File: config.mk
export PLATFORM = sky130hd
export DESIGN_NAME = div_seq_ctrl
export DESIGN_NICKNAME = d
export VERILOG_FILES = /design/src/rtl/div_seq_ctrl.sv
export SDC_FILE = /design/constraint.sdc
export NUM_CORES = 1
export LEC_CHECK = 0
export BUFFER_PORTS_ARGS = -buffer_cell sky130_fd_sc_hd__buf_4
export CORE_MARGIN = 1
export CORE_UTILIZATION = 56
export CTS_BUF_LIST = sky130_fd_sc_hd__clkbuf_8 sky130_fd_sc_hd__clkbuf_16
export DETAILED_ROUTE_END_ITERATION = 6
export PLACE_DENSITY = 0.91
export SLEW_MARGIN = 40
export SYNTH_ARGS = -nofsm -noshare
export SYNTH_HDL_FRONTEND = slang
export SYNTH_SLANG_ARGS = --single-unit
File: constraint.sdc
create_clock -name clk -period 7.4 [get_ports clk]
set_input_delay 0.74 -clock clk [delete_from_list [all_inputs] [get_ports clk]]
set_output_delay 0.74 -clock clk [all_outputs]
set_load 0.02 [all_outputs]
File: src/rtl/div_seq_ctrl.sv
// ---------------------------------------------------------------------------
// div_seq_ctrl
//
// Purpose:
//   Sequencing front/back stage around the team's combinational divider.
//   It accepts an operand pair over a valid/ready handshake and drives the
//   divider inputs from registers. It then waits a fixed number of settle
//   cycles and captures the quotient. It computes the remainder locally and
//   presents the result over a second valid/ready handshake. A zero divisor
//   is resolved here and the divider is never consulted for it.
//
// Parameters:
//   WIDTH   operand / quotient / remainder width (must match the divider)
//   SETTLE  cycles the operands are held before quotient capture (0 acts as 1)
//
// Ports:
//   clk        clock, all state updates on the rising edge
//   rst        synchronous, active-high reset
//   in_valid   operand pair valid
//   in_ready   block can accept an operand pair
//   in_a       dividend
//   in_b       divisor
//   div_in1    registered dividend to the divider
//   div_in2    registered divisor to the divider
//   div_out    quotient from the divider
//   out_valid  result valid
//   out_ready  downstream accepts the result
//   out_q      quotient
//   out_r      remainder
//   out_dbz    divide-by-zero flag for this result
//   chk_err    quotient consistency error
//
// Configuration macro:
//   DIV_CHECK_EN  when defined, the captured quotient is sanity-checked
//                 against the operands and chk_err reports an inconsistent
//                 divider. When undefined, chk_err is tied low and no check
//                 logic is built.
// ---------------------------------------------------------------------------
module div_seq_ctrl #(
  parameter int WIDTH  = 6,
  parameter int SETTLE = 1
) (
  input  logic             clk,
  input  logic             rst,
  input  logic             in_valid,
  output logic             in_ready,
  input  logic [WIDTH-1:0] in_a,
  input  logic [WIDTH-1:0] in_b,
  output logic [WIDTH-1:0] div_in1,
  output logic [WIDTH-1:0] div_in2,
  input  logic [WIDTH-1:0] div_out,
  output logic             out_valid,
  input  logic             out_ready,
  output logic [WIDTH-1:0] out_q,
  output logic [WIDTH-1:0] out_r,
  output logic             out_dbz,
  output logic             chk_err
);

  // A settle time of zero still needs one cycle for the divider to see the
  // registered operands, so it is clamped to one.
  localparam int SETTLE_EFF = (SETTLE < 1) ? 1 : SETTLE;
  localparam int CNT_W      = $clog2(SETTLE_EFF + 1);

  typedef enum logic [1:0] {
    IDLE,
    WAIT,
    DONE
  } state_t;

  state_t             state;
  logic [CNT_W-1:0]   settle_cnt;
  logic [WIDTH-1:0]   remainder;

  // The remainder only needs the low WIDTH bits of quotient*divisor, because
  // unsigned subtraction wraps modulo 2^WIDTH. The consistency check needs
  // the full-width product to spot a quotient that overshoots the dividend.
`ifdef DIV_CHECK_EN
  logic [2*WIDTH-1:0] product;
  logic               chk_next;

  always_comb begin
    product   = {{WIDTH{1'b0}}, div_out} * {{WIDTH{1'b0}}, div_in2};
    remainder = div_in1 - product[WIDTH-1:0];
    chk_next  = (product > {{WIDTH{1'b0}}, div_in1}) || (remainder >= div_in2);
  end
`else
  logic [WIDTH-1:0] product;

  always_comb begin
    product   = div_out * div_in2;
    remainder = div_in1 - product;
  end

  assign chk_err = 1'b0;
`endif

  // Control FSM and all registered outputs. in_ready is a register, so it
  // reads 0 during reset and rises on the first edge after reset releases.
  // Accept and result handoff are never in the same cycle.
  always_ff @(posedge clk) begin
    if (rst) begin
      state      <= IDLE;
      settle_cnt <= '0;
      in_ready   <= 1'b0;
      div_in1    <= '0;
      div_in2    <= '0;
      out_valid  <= 1'b0;
      out_q      <= '0;
      out_r      <= '0;
      out_dbz    <= 1'b0;
`ifdef DIV_CHECK_EN
      chk_err    <= 1'b0;
`endif
    end else begin
      case (state)
        IDLE: begin
          if (in_valid && in_ready) begin
            div_in1  <= in_a;
            div_in2  <= in_b;
            in_ready <= 1'b0;
            if (in_b != '0) begin
              settle_cnt <= CNT_W'(SETTLE_EFF);
              state      <= WAIT;
            end else begin
              // Zero divisor: the answer is known without the divider.
              out_q     <= '1;
              out_r     <= in_a;
              out_dbz   <= 1'b1;
`ifdef DIV_CHECK_EN
              chk_err   <= 1'b0;
`endif
              out_valid <= 1'b1;
              state     <= DONE;
            end
          end else begin
            in_ready <= 1'b1;
          end
        end

        WAIT: begin
          settle_cnt <= settle_cnt - CNT_W'(1);
          if (settle_cnt == CNT_W'(1)) begin
            out_q     <= div_out;
            out_r     <= remainder;
            out_dbz   <= 1'b0;
`ifdef DIV_CHECK_EN
            chk_err   <= chk_next;
`endif
            out_valid <= 1'b1;
            state     <= DONE;
          end
        end

        DONE: begin
          if (out_ready) begin
            out_valid <= 1'b0;
            in_ready  <= 1'b1;
            state     <= IDLE;
          end
        end

        default: begin
          state     <= IDLE;
          out_valid <= 1'b0;
          in_ready  <= 1'b0;
        end
      endcase
    end
  end

endmodule
==> impl_results.md <==
* Avg WL per Cell at 14.5 µm
* Synthesized Nets at 277
* Layout cells sized above 1 at 0.210
* Slew headroom at 0.611
* Die Area at between 3000 and 4000 µm²
* Syn Area/Cell at between 8 and 9 µm²
* Final Hold Fails at 0
* Crit share post-route at 0.522
* Crit start category: primary input
* Via/cell ratio at 5.53
* Fin util at 0.750
* Setup CP Type: in -> reg
* Core area at roughly 3100 µm²
* Die height at 59.8 µm
* Critical path arrival at about 4 ns
* Most frequent cells in the layout: 49 x nand2_1, 49 x buf_4, 30 x dfxtp_1
* TritonRoute pass-1 iters at 4
* Fillers at 246
* Slew @ Worst Pin at 0.582 ns
* Power per Cell Area at roughly 180 nW/µm²
* DRC viols at 0
* Synth Register Bits at 30
* Final worst slack at 3.54 ns
* Number of H-tree levels at 2
* Antenna violations before repair at 0
* Max-cap violations at 0
* Nets at 324
* Clock Latency Late Sink at 0.29 ns
* Status: complete, no violations
* Postcts setup bufs at 0
* Post-cts resize count at 0
* Leakage power at 0.00104 µW
* CP endpoint kind: flip-flop
* Maximum clock rate at 259 MHz
* Vias in the first global route at 1744
* Final max-slew violation count at 0
* Unrepaired setup endpoints after global routing: no
* Area Growth Syn to Fin at 24.3%
* Post-route setup TNS at 0 ns
* Worst-path clk slew at 0.06 ns
* DR vias at 1796
* Mapped Area at 1870 µm²
* Post-CTS Hold Buffers at 0
* Boundary Pins at 50
* Post-Place Setup Slack at 3.23 ns
* Gp weighted congestion at 0.897
* Chip width at between 50 and 60 µm
* Gate Count Post-Synth at 234
* Input/output buffers at 48
* Finish-stage setup viols at 0
* Iteration-0 DRC Markers at 151
* Post-Route WL at 4.70 mm
* Synth unique cells at 35
* Hold Path Class: reg -> reg
* CTS buffer count at 5
* Finished Layout Cells at 325
* Synth warnings at 0
* Max FO, Critical Path at 5
* Grt total ovfl at 0
* N_diodes at 0
* CP required at 7.56 ns
* Sequential share of the synthesized area at 0.321
* Clock Skews at 0.00438 ns
* Post-DP HPWL at 3.57 mm
* Clk sink count at 30
* GR Util All Layers at 0.304
* Rows at 20
* Period minus WS final at slightly below 4 ns
* First-pass GRT wire length at between 7 and 8 mm
* Max VDD drop at approximately 0.00016 V
* Longest Clk Path Bufs at 2
* Antenna Violating Nets Remaining at 0
* Placed cells at ~320
* Initial Util at 0.604
* Clk root buf: clkbuf_8
* Largest net degree at the start of global routing at 32
* CTS tree: built
## worst paths after layout
path               from  slack, ns  cells past startpoint        end
max          div_out[2]       3.54                     15   out_r[5]
min           out_valid       0.46                      2  out_valid
max reg2reg  div_in2[2]       3.60                     14   out_r[5]
min reg2reg   out_valid       0.46                      2  out_valid
## metrics by stage
step | power (µW) | cell area, µm² | hold WS (ns)
2_1_floorplan | 267 | 1870 | 0.500
3_3_place_gp | 303 | 2250 | 0.445
3_5_place_dp | 307 | 2250 | 0.447
4_1_cts | 433 | 2330 | 0.461
5_1_grt | 455 | 2330 | 0.488
6_report | 431 | 2330 | 0.460
## cell type report
cell class,instances,area [µm²],share of cell area
multi-input combinational,183,1180,0.507
tap,44,55.1,0.0236
timing repair buffer,49,368,0.158
inverter,12,45.0,0.0193
clock buffer,5,68.8,0.0296
sequential,30,601,0.258
clock inverter,2,10.0,0.00430
## sequential cells by signal (all words and copies together), names as in the netlist, 2 cells and up
signal   cells
out_q        6
div_in1      6
div_in2      6
out_r        6
state        2
## cells by family (layout without fill, tap and decap cells)
| logic type | count (synthesis) | in the layout | share of synthesized area |
|---|---|---|---|
| buffers and inverters | 21 | 68 | 0.0488 |
| adders and majority gates | 21 | 21 | 0.164 |
| other | 1 | 1 | 0.00200 |
| xor gates and xnor gates | 18 | 18 | 0.0915 |
| DFF | 30 | 30 | 0.321 |
| and+or+nand+nor | 101 | 101 | 0.237 |
| AOI/OAI and AO/OA | 42 | 42 | 0.136 |
## power by group
part / internal [µW] / switching, µW
sequential: 171 / 10.8
combinational: 56.1 / 68.3
clock: 62.9 / 61.6
total: 290 / 141
## cell usage after synthesis
| master | instances | area share |
|---|---|---|
| xor2_1 | 5 | 0.023 |
| nor2_1 | 23 | 0.046 |
| nand2_1 | 49 | 0.098 |
| xnor2_1 | 12 | 0.056 |
| dfxtp_1 | 30 | 0.32 |
| nand2b_1 | 1 | 0.0033 |
| nor2_4 | 1 | 0.0060 |
| o21ai_2 | 1 | 0.0047 |
| o21ai_0 | 5 | 0.013 |
| o21bai_1 | 1 | 0.0040 |
| nand2_2 | 1 | 0.0033 |
| nand3_1 | 2 | 0.0053 |
| or2b_1 | 1 | 0.0040 |
| fa_1 | 6 | 0.064 |
| and2_1 | 12 | 0.040 |
| a21oi_1 | 20 | 0.053 |
| a2111oi_0 | 2 | 0.0094 |
| a21o_1 | 2 | 0.0080 |
| buf_4 | 3 | 0.012 |
| a22oi_1 | 1 | 0.0040 |
| nor3_1 | 9 | 0.024 |
| buf_2 | 1 | 0.0027 |
| nor4_1 | 1 | 0.0033 |
| clkbuf_1 | 5 | 0.010 |
| conb_1 | 1 | 0.0020 |
| o211ai_1 | 3 | 0.012 |
| ha_1 | 15 | 0.10 |
| inv_1 | 12 | 0.024 |
| a211oi_1 | 3 | 0.012 |
| nor2b_1 | 1 | 0.0033 |
| xnor3_1 | 1 | 0.012 |
| o21ai_1 | 1 | 0.0027 |
| a311oi_1 | 1 | 0.0047 |
| o31ai_1 | 1 | 0.0040 |
| a31oi_1 | 1 | 0.0033 |
## per-layer routing
layer,up-vias,wire length [µm],part of all wire,GRT usage
met5,-,0,0,0
met4,0,40,0.0085,0.146
met2,83,2330,0.49,0.489
met1,838,1870,0.40,0.373
met3,5,465,0.099,0.0844
li1,870,-,-,-
## critical path, stage by stage
cell     delay [ns]
buf_4          0.10
nand2_1        0.08
fa_1           0.55
inv_1          0.05
ha_1           0.29
fa_1           0.55
inv_1          0.06
fa_1           0.40
xnor2_1        0.15
xnor2_1        0.20
xnor2_1        0.16
xnor3_1        0.35
xor2_1         0.16
o21ai_2        0.11
o21ai_1        0.07
No activity file was read; power rests on OpenSTA's default activity.
